### config.mk
export PLATFORM = sky130hd
export DESIGN_NAME = booth_mul_pipe
export DESIGN_NICKNAME = d
export VERILOG_FILES = /design/src/rtl/booth_mul_pkg.sv /design/src/rtl/booth_r4_ppgen.sv /design/src/rtl/booth_mul_pipe.sv
export SDC_FILE = /design/constraint.sdc
export NUM_CORES = 2
export LEC_CHECK = 0
export ABC_AREA = 1
export BUFFER_PORTS_ARGS = -buffer_cell sky130_fd_sc_hd__buf_4
export CAP_MARGIN = 15
export CELL_PAD_IN_SITES_DETAIL_PLACEMENT = 0
export CELL_PAD_IN_SITES_GLOBAL_PLACEMENT = 2
export CORE_MARGIN = 1
export CORE_UTILIZATION = 25
export CTS_BUF_LIST = sky130_fd_sc_hd__clkbuf_8
export CTS_CLUSTER_SIZE = 14
export DETAILED_ROUTE_END_ITERATION = 6
export GPL_TIMING_DRIVEN = 0
export PLACE_DENSITY_LB_ADDON = 0.05
export RECOVER_POWER = 100
export REMOVE_ABC_BUFFERS = 1
export SLEW_MARGIN = 20
export SYNTH_ARGS = -nofsm -noshare
export SYNTH_HDL_FRONTEND = slang
export SYNTH_SLANG_ARGS = --single-unit
### constraint.sdc
create_clock -name clk -period 11.5 [get_ports clk]
set_input_delay 0.575 -clock clk [delete_from_list [all_inputs] [get_ports clk]]
set_output_delay 0.575 -clock clk [all_outputs]
set_load 0.01 [all_outputs]
### src/rtl/booth_mul_pkg.sv
// Booth radix-4 digit controls, partial-product sizing and the pipeline slice record.
// Shared by booth_r4_ppgen and booth_mul_pipe (whose flush port is enabled by BOOTH_MUL_FLUSH_EN).
package booth_mul_pkg;

    typedef struct packed {
        logic set0;   // digit is 0: row is all zeros before inversion
        logic x2;     // digit magnitude is 2: select multiplicand shifted left by one
        logic inv;    // digit is negative: invert row, +1 goes into the compensation row
    } booth_ctl_t;

    localparam booth_ctl_t BOOTH_ZERO = '{set0: 1'b1, x2: 1'b0, inv: 1'b0};
    localparam booth_ctl_t BOOTH_P1   = '{set0: 1'b0, x2: 1'b0, inv: 1'b0};
    localparam booth_ctl_t BOOTH_P2   = '{set0: 1'b0, x2: 1'b1, inv: 1'b0};
    localparam booth_ctl_t BOOTH_M1   = '{set0: 1'b0, x2: 1'b0, inv: 1'b1};
    localparam booth_ctl_t BOOTH_M2   = '{set0: 1'b0, x2: 1'b1, inv: 1'b1};

    localparam int TAG_W_MAX = 32;

    typedef struct packed {
        logic                 vld;
        logic [TAG_W_MAX-1:0] tag;
    } slice_t;

    function automatic int pp_count(input int width);
        return (width + 2) / 2;
    endfunction

    function automatic booth_ctl_t booth_enc(input logic [2:0] bits);
        booth_ctl_t ctl;
        case (bits)
            3'b001, 3'b010: ctl = BOOTH_P1;
            3'b011:         ctl = BOOTH_P2;
            3'b100:         ctl = BOOTH_M2;
            3'b101, 3'b110: ctl = BOOTH_M1;
            default:        ctl = BOOTH_ZERO;
        endcase
        return ctl;
    endfunction

endpackage

### src/rtl/booth_r4_ppgen.sv
// Radix-4 Booth encoder: pp_count(WIDTH) partial-product rows plus one sign-compensation row.
// Purely combinational; rows are 2*WIDTH bits and sum (mod 2^(2*WIDTH)) to a*b.
module booth_r4_ppgen
    import booth_mul_pkg::*;
#(
    parameter  int WIDTH = 32,
    localparam int NPP   = pp_count(WIDTH),
    localparam int PW    = 2 * WIDTH
) (
    input  logic [WIDTH-1:0] a_i,
    input  logic [WIDTH-1:0] b_i,
    input  logic             a_signed_i,
    input  logic             b_signed_i,
    output logic [PW-1:0]    rows_o [NPP+1]
);

    localparam int XW = WIDTH + 2;
    localparam int KW = WIDTH + 3;

    // Each row's sign bit is stored inverted; the -2^(KW-1) each inversion implies
    // is pre-summed here into one constant.
    function automatic logic [PW-1:0] comp_const();
        logic [PW-1:0] c;
        c = '0;
        for (int i = 0; i < NPP; i++) begin
            c = c - (PW'(1) << (KW - 1 + 2 * i));
        end
        return c;
    endfunction

    localparam logic [PW-1:0] COMP = comp_const();

    logic [XW-1:0] a_x;
    logic [XW:0]   b_w;
    logic [KW-1:0] a_k;

    assign a_x = {{2{a_signed_i & a_i[WIDTH-1]}}, a_i};
    assign b_w = {{2{b_signed_i & b_i[WIDTH-1]}}, b_i, 1'b0};
    assign a_k = {a_x[XW-1], a_x};

    always_comb begin
        booth_ctl_t    ctl;
        logic [KW-1:0] sel;
        logic [KW-1:0] pp;
        logic [PW-1:0] inv_bits;
        ctl      = BOOTH_ZERO;
        sel      = '0;
        pp       = '0;
        inv_bits = '0;
        for (int i = 0; i < NPP; i++) begin
            ctl         = booth_enc(b_w[2*i +: 3]);
            sel         = ctl.set0 ? '0 : (ctl.x2 ? {a_k[KW-2:0], 1'b0} : a_k);
            pp          = ctl.inv ? ~sel : sel;
            rows_o[i]   = PW'({~pp[KW-1], pp[KW-2:0]}) << (2 * i);
            inv_bits[2*i] = ctl.inv;
        end
        rows_o[NPP] = COMP | inv_bits;
    end

endmodule

### src/rtl/booth_mul_pipe.sv
// Pipelined radix-4 Booth multiplier, STAGES cycles accept-to-result; flush port exists only with BOOTH_MUL_FLUSH_EN.
// Valid/ready: slices advance when downstream is empty or moving; a full stalled pipe holds in_ready low.
module booth_mul_pipe
    import booth_mul_pkg::*;
#(
    parameter int WIDTH  = 32,
    parameter int STAGES = 3,
    parameter int TAG_W  = 5
) (
    input  logic               clk,
    input  logic               rst,
`ifdef BOOTH_MUL_FLUSH_EN
    input  logic               flush,
`endif
    input  logic               in_valid,
    output logic               in_ready,
    input  logic [WIDTH-1:0]   a,
    input  logic [WIDTH-1:0]   b,
    input  logic               a_signed,
    input  logic               b_signed,
    input  logic [TAG_W-1:0]   in_tag,
    output logic               out_valid,
    input  logic               out_ready,
    output logic [2*WIDTH-1:0] product,
    output logic [TAG_W-1:0]   out_tag
);

    localparam int PW      = 2 * WIDTH;
    localparam int NROWS   = pp_count(WIDTH) + 1;
    localparam int REG_PP  = (STAGES >= 3) ? 1 : 0;
    localparam int REG_CS  = (STAGES >= 2) ? 1 : 0;
    localparam int NPROD   = STAGES - REG_PP - REG_CS;
    localparam int TREE_LV = 10;

    slice_t            slc_q [STAGES];
    logic [STAGES:0]   ld;

    // ld[k]: slice k loads this edge (empty, or its content moves on).
    always_comb begin
        ld         = '0;
        ld[STAGES] = out_ready;
        for (int k = STAGES - 1; k >= 0; k--) begin
            ld[k] = !slc_q[k].vld || ld[k+1];
        end
    end

`ifdef BOOTH_MUL_FLUSH_EN
    assign in_ready = ld[0] && !flush;
`else
    assign in_ready = ld[0];
`endif

    always_ff @(posedge clk or posedge rst) begin
        if (rst) begin
            for (int k = 0; k < STAGES; k++) begin
                slc_q[k] <= '0;
            end
        end else begin
            if (ld[0]) begin
                slc_q[0] <= '{vld: in_valid && in_ready, tag: TAG_W_MAX'(in_tag)};
            end
            for (int k = 1; k < STAGES; k++) begin
                if (ld[k]) begin
                    slc_q[k] <= slc_q[k-1];
                end
            end
`ifdef BOOTH_MUL_FLUSH_EN
            if (flush) begin
                for (int k = 0; k < STAGES; k++) begin
                    slc_q[k].vld <= 1'b0;
                end
            end
`endif
        end
    end

    assign out_valid = slc_q[STAGES-1].vld;
    assign out_tag   = slc_q[STAGES-1].tag[TAG_W-1:0];

    logic [PW-1:0] pp_d   [NROWS];
    logic [PW-1:0] pp_cur [NROWS];

    booth_r4_ppgen #(.WIDTH(WIDTH)) u_ppgen (
        .a_i        (a),
        .b_i        (b),
        .a_signed_i (a_signed),
        .b_signed_i (b_signed),
        .rows_o     (pp_d)
    );

    if (REG_PP == 1) begin : g_pp_q
        logic [PW-1:0] pp_q [NROWS];
        always_ff @(posedge clk) begin
            if (ld[0]) pp_q <= pp_d;
        end
        assign pp_cur = pp_q;
    end else begin : g_pp_c
        assign pp_cur = pp_d;
    end

    // Wallace tree: each level compresses disjoint row triples 3:2 and passes leftovers through.
    logic [PW-1:0] red_cur [NROWS+2];
    logic [PW-1:0] red_nxt [NROWS+2];
    logic [PW-1:0] cs_d    [2];
    logic [PW-1:0] cs_cur  [2];

    always_comb begin
        int n;
        int m;
        red_cur = '{default: '0};
        red_nxt = '{default: '0};
        n = NROWS;
        m = 0;
        for (int r = 0; r < NROWS; r++) begin
            red_cur[r] = pp_cur[r];
        end
        for (int lv = 0; lv < TREE_LV; lv++) begin
            if (n > 2) begin
                m = 0;
                for (int j = 0; j < NROWS; j += 3) begin
                    if (j + 2 < n) begin
                        red_nxt[m]   = red_cur[j] ^ red_cur[j+1] ^ red_cur[j+2];
                        red_nxt[m+1] = ((red_cur[j] & red_cur[j+1]) | (red_cur[j] & red_cur[j+2])
                                       | (red_cur[j+1] & red_cur[j+2])) << 1;
                        m = m + 2;
                    end else if (j < n) begin
                        red_nxt[m] = red_cur[j];
                        m = m + 1;
                        if (j + 1 < n) begin
                            red_nxt[m] = red_cur[j+1];
                            m = m + 1;
                        end
                    end
                end
                n = m;
                red_cur = red_nxt;
            end
        end
        cs_d[0] = red_cur[0];
        cs_d[1] = red_cur[1];
    end

    if (REG_CS == 1) begin : g_cs_q
        logic [PW-1:0] cs_q [2];
        always_ff @(posedge clk) begin
            if (ld[REG_PP]) cs_q <= cs_d;
        end
        assign cs_cur = cs_q;
    end else begin : g_cs_c
        assign cs_cur = cs_d;
    end

    logic [PW-1:0] sum_d;
    logic [PW-1:0] prod_q [NPROD];

    assign sum_d = cs_cur[0] + cs_cur[1];

    always_ff @(posedge clk) begin
        if (ld[REG_PP+REG_CS]) prod_q[0] <= sum_d;
        for (int j = 1; j < NPROD; j++) begin
            if (ld[REG_PP+REG_CS+j]) prod_q[j] <= prod_q[j-1];
        end
    end

    assign product = prod_q[NPROD-1];

endmodule
# == Word-level counts from Yosys, hierarchy flattened ==
# Memory sizes are Yosys's and may differ from the RTL's.
# Cells that the tools add are included.
# totals
regBits,753
ramBits,64
inputBits,75
out_inout_bits,71
elab_cells,382
mem_count,1
# mem_list
memory,words,width,read_ports,rd_clocked_by_memory_dff,wr,line,source
prod_q,1,64,1,0,1,booth_mul_pipe.sv:154,logic [PW-1:0] prod_q [NPROD];
# classes
n_addsub,1
eq_ne,99
muxes,70
bitwise,146
n_reduce_logical,39
# ops
cell,n
63-bit AND,17
63-bit bitwise OR,17
35-bit 2-to-1 mux,30
64-bit XOR,13
33-bit 2-to-1 mux,16
35-bit NOT,15
3-bit case mux with 4 select lines,16
"3-bit == test, second input constant",48
53-bit by 63-bit AND with 63-bit output,2
63-bit by 62-bit AND with 63-bit output,2
46-bit by 52-bit AND with 52-bit output,2
"3-bit by 2-bit == test with 1-bit output, second input constant",32
32-bit 2-to-1 mux,3
45-bit bitwise OR,2
34-bit 2-to-1 mux,2
64-bit adder,1
2-bit OR reduction,32
63-bit by 64-bit XOR with 64-bit output,1
64-bit by 52-bit XOR with 64-bit output,1
57-bit by 63-bit AND with 63-bit output,1
58-bit by 63-bit AND with 63-bit output,1
59-bit by 63-bit AND with 63-bit output,1
61-bit by 63-bit AND with 63-bit output,1
58-bit by 63-bit bitwise OR with 63-bit output,1
62 further kinds,98

# == Depth between registers and ports, before layout ==
# depth
depth_word,18
mapped_depth,15
depth_no_buf,15

# == Hierarchy ==
# Synthesis repeated with hierarchy kept, for this count alone.
# unflattened
hier_cells,9487
area_unflattened_um2,93568.5
# by_module_without_submodules
mod,n_inst,cells_each,area_per_inst_um2,seq_area_each_um2
booth_mul_pipe,1,5116,72318.1,40749.1
booth_r4_ppgen,1,4371,21250.4,0.0

# == Worst setup path after synthesis ==
# No wires, ideal clock.
# synth_path
path_type,input-to-reg
start,input port out_ready
end,register slc_q[67] (netlist name)
setup_time_ns,0.471
t_arrival_ns,9.086
required_ns,11.029
path_slack_ns,1.942
path_stages,6
path_buffers,1
path_cell_list,nor2_1 -> inv_2 -> nor2_1 -> nand2_1 -> buf_2 -> o21ai_0
# synth_between
elab_chain_cells,3
# synth_rtl
element,line,source
"start, declared",booth_mul_pipe.sv:23,"input logic out_ready,"
1-bit logical OR,booth_mul_pipe.sv:43,ld[k] = !slc_q[k].vld || ld[k+1];
via ld[2],booth_mul_pipe.sv:36,logic [STAGES:0] ld;
1-bit logical OR (2 in a row),booth_mul_pipe.sv:43,
via in_ready,booth_mul_pipe.sv:16,"output logic in_ready,"
"end signal, assigned by index",booth_mul_pipe.sv:64,slc_q[k] <= slc_q[k-1];
"end, declared",booth_mul_pipe.sv:35,slice_t slc_q [STAGES];
# The timed path passes the listed nets, and every way through them passes these cells.
# A chain may end at the register's enable or synchronous reset.

==> results.yml <==
place:
  io_buffer_count: 145
  dp_hpwl_um: 172600
  place_congestion: 0.7865
layout:
  synthToLayoutAreaGrowth_pct: 13.76
  drive_gt1_frac: 0.06894
  postLayoutCoreUtil: 0.2861
  final_cell_mix: "inv_1, edfxtp_1, nand2_1"
  fin_nets: 6456
  mostFrequentLayoutCell: "inv_1"
synth:
  seq_area_frac_synth: 0.4305
  synthDominantCellAreaShare: 0.4226
  yosys.area.top_type: "edfxtp_1"
  avgSynthCellArea_um2: 10.15
  synth_cell_type_count: 35
  yosys-top-cells-area: "edfxtp_1, fa_1, xor2_1, inv_1, nand2_1"
  synthCells: 5565
  synth_edf_count: 795
  ys_warn_count: 0
  synth-seq-cells: 813
  synthArstFlopShare: 0.02214
  dominantRegCellSynth: "edfxtp_1"
  syn-cell-area_um2: 56500
clocking:
  clk-insertion-delay-late_ns: 0.96
  cts_resized: 0
  h-tree-depth: 4
  cts-root-buf: "clkbuf_8"
  clock_sinks: 813
  cts_setup_buffers: 0
  cts_buffers: 168
  clk_pin_slew_ns: 0.06
  tritoncts: "built"
  clockBufferDepth: 3
  ctsHoldBuffers: 9
timing:
  worst_slew_pin_slew_ns: 4.082
  relSlewSlack: -1.721
  drv_slew: 950
  finalHoldViolations: 0
  setup_violations: 0
  hold_ws_ns: 0.1356
  finalClockSkew_ns: 0.05497
  max_freq_ghz: 0.1237
  post-route-period-util: 0.7029
  min_period_ns: 8.084
  rsz0062_at_grt: "no"
floorplan:
  io_pins: 146
  core_area_um2: 224700
  dieHeight_um: 477.4
  start_util: 0.2515
  dieArea_um2: 227900
  placementRows: 174
  die_w_um: 477.4
setup_path:
  crit_type: "in -> reg"
  cp-start-kind: "primary input"
  path_max_fanout: 22
  endpoint_kind: "flip-flop"
  required_ns: 12.08
  cp.arrival_ns: 8.66
global_route:
  grt_start_max_net_pins: 80
  overflow: 0
  first_global_vias: 40410
  gr-usage-all-layers: 0.2055
  antenna_found_initial: 26
  grt_first_pass_wirelength_um: 326700
drt:
  drt_iter0_markers: 2554
  wl_um: 234800
  ant_nets: 0
  route.detailed.drc: 0
  first_pass_iters: 5
  avgRoutedWirePerCell_um: 26.63
  vias_per_cell: 4.399
  num_vias: 38780
hold_path:
  hold_path.class: "in -> reg"
run:
  drv_cap: 33
outcome:
  violations: "max-capacitance violations, max-slew violations"
  status: "finished, violations left"
cell usage after synthesis, types with 2 or more instances:
cell / instances
inv_2: 44
mux2_2: 12
a21oi_1: 475
o21ai_2: 2
clkinv_1: 30
buf_2: 156
nor2_2: 2
buf_4: 5
o211ai_1: 21
buf_1: 8
nand4_1: 26
o21bai_1: 7
o21ai_1: 123
xnor2_1: 4
edfxtp_1: 795
a31oi_1: 32
xor2_1: 502
nand3b_1: 2
ha_1: 216
or2_2: 2
nor2_4: 14
clkbuf_1: 108
nor3_1: 13
nand2_2: 2
dfrtp_1: 18
inv_1: 1055
fa_1: 480
nand2_1: 741
nand3_1: 57
nor2_1: 157
o21ai_0: 451
clkbuf_2: 2
critical path, cell delays in order:
cell	delay, ns
clkbuf_1	0.16
nand2_1	0.11
inv_1	0.08
nor2_1	2.16
clkinvlp_2	3.11
nand2_1	1.83
buf_16	0.25
o21ai_0	0.10
a21oi_1	0.17
xor2_1	0.09
metrics by stage:
step / setup WS, ns / area [um2] / setup TNS [ns] / instances
final: 3.416 / 64270 / 0 / 8816
after global routing: 3.064 / 64260 / 0 / 8812
after CTS: 5.686 / 65200 / 0 / 8809
after detailed placement: 6.485 / 61960 / 0 / 8498
after global placement: -15.94 / 60070 / -9715.47 / 8423
after floorplan: -4.733 / 55230 / -2906.43 / 5286
state kept, by name, summed over array words and instances (netlist names):
signal,count
prod_q,64
cs_cur,123
slc_q,12
out_tag,5
g_pp_q.pp_q,608
out_valid,1
final cells by class:
| type | count | area [um2] |
|---|---|---|
| Clock inverter | 130 | 775.7 |
| Antenna cell | 7 | 17.52 |
| Inverter | 1129 | 4270 |
| Multi-Input combinational cell | 3344 | 26680 |
| Timing Repair Buffer | 229 | 2097 |
| Clock buffer | 172 | 2367 |
| Sequential cell | 813 | 24320 |
| Tap cell | 2992 | 3744 |
| Fill cell | 23890 | 160400 |
logic make-up after synthesis:
group	synth area share
and+or+nand+nor	0.07246
adders and majority gates	0.2179
AOI/OAI and AO/OA	0.1006
xor gates and xnor gates	0.07844
other	0.00006638
buffers and inverters	0.09738
DFF	0.4305
muxes	0.002569
path summary, 6_finish.rpt:
kind,start,to,slack [ns],cells after the start
worst max register to register,out_valid,g_pp_q.pp_q[494],3.86,10
worst min register to register,cs_cur[64],prod_q[0][0],0.42,0
min in group asynchronous,rst,slc_q[66],0.31,3
worst max-delay path,b[24],g_pp_q.pp_q[364],3.42,10
max in group asynchronous,rst,out_tag[2],10.74,3
worst min-delay path,a[30],g_pp_q.pp_q[1118],0.14,2
layer usage:
| metal | up-vias | GRT usage | wire length, um |
|---|---|---|---|
| met5 | - | 0 | 0 |
| met3 | 256 | 0.02615 | 8931 |
| met2 | 871 | 0.3371 | 108700 |
| li1 | 18070 | - | - |
| met4 | 0 | 0.05138 | 5608 |
| met1 | 19580 | 0.2849 | 111500 |
Power is left out: the tool's default activity adds up to more than one toggle a clock period on the data nets, which glitch-free logic cannot reach.
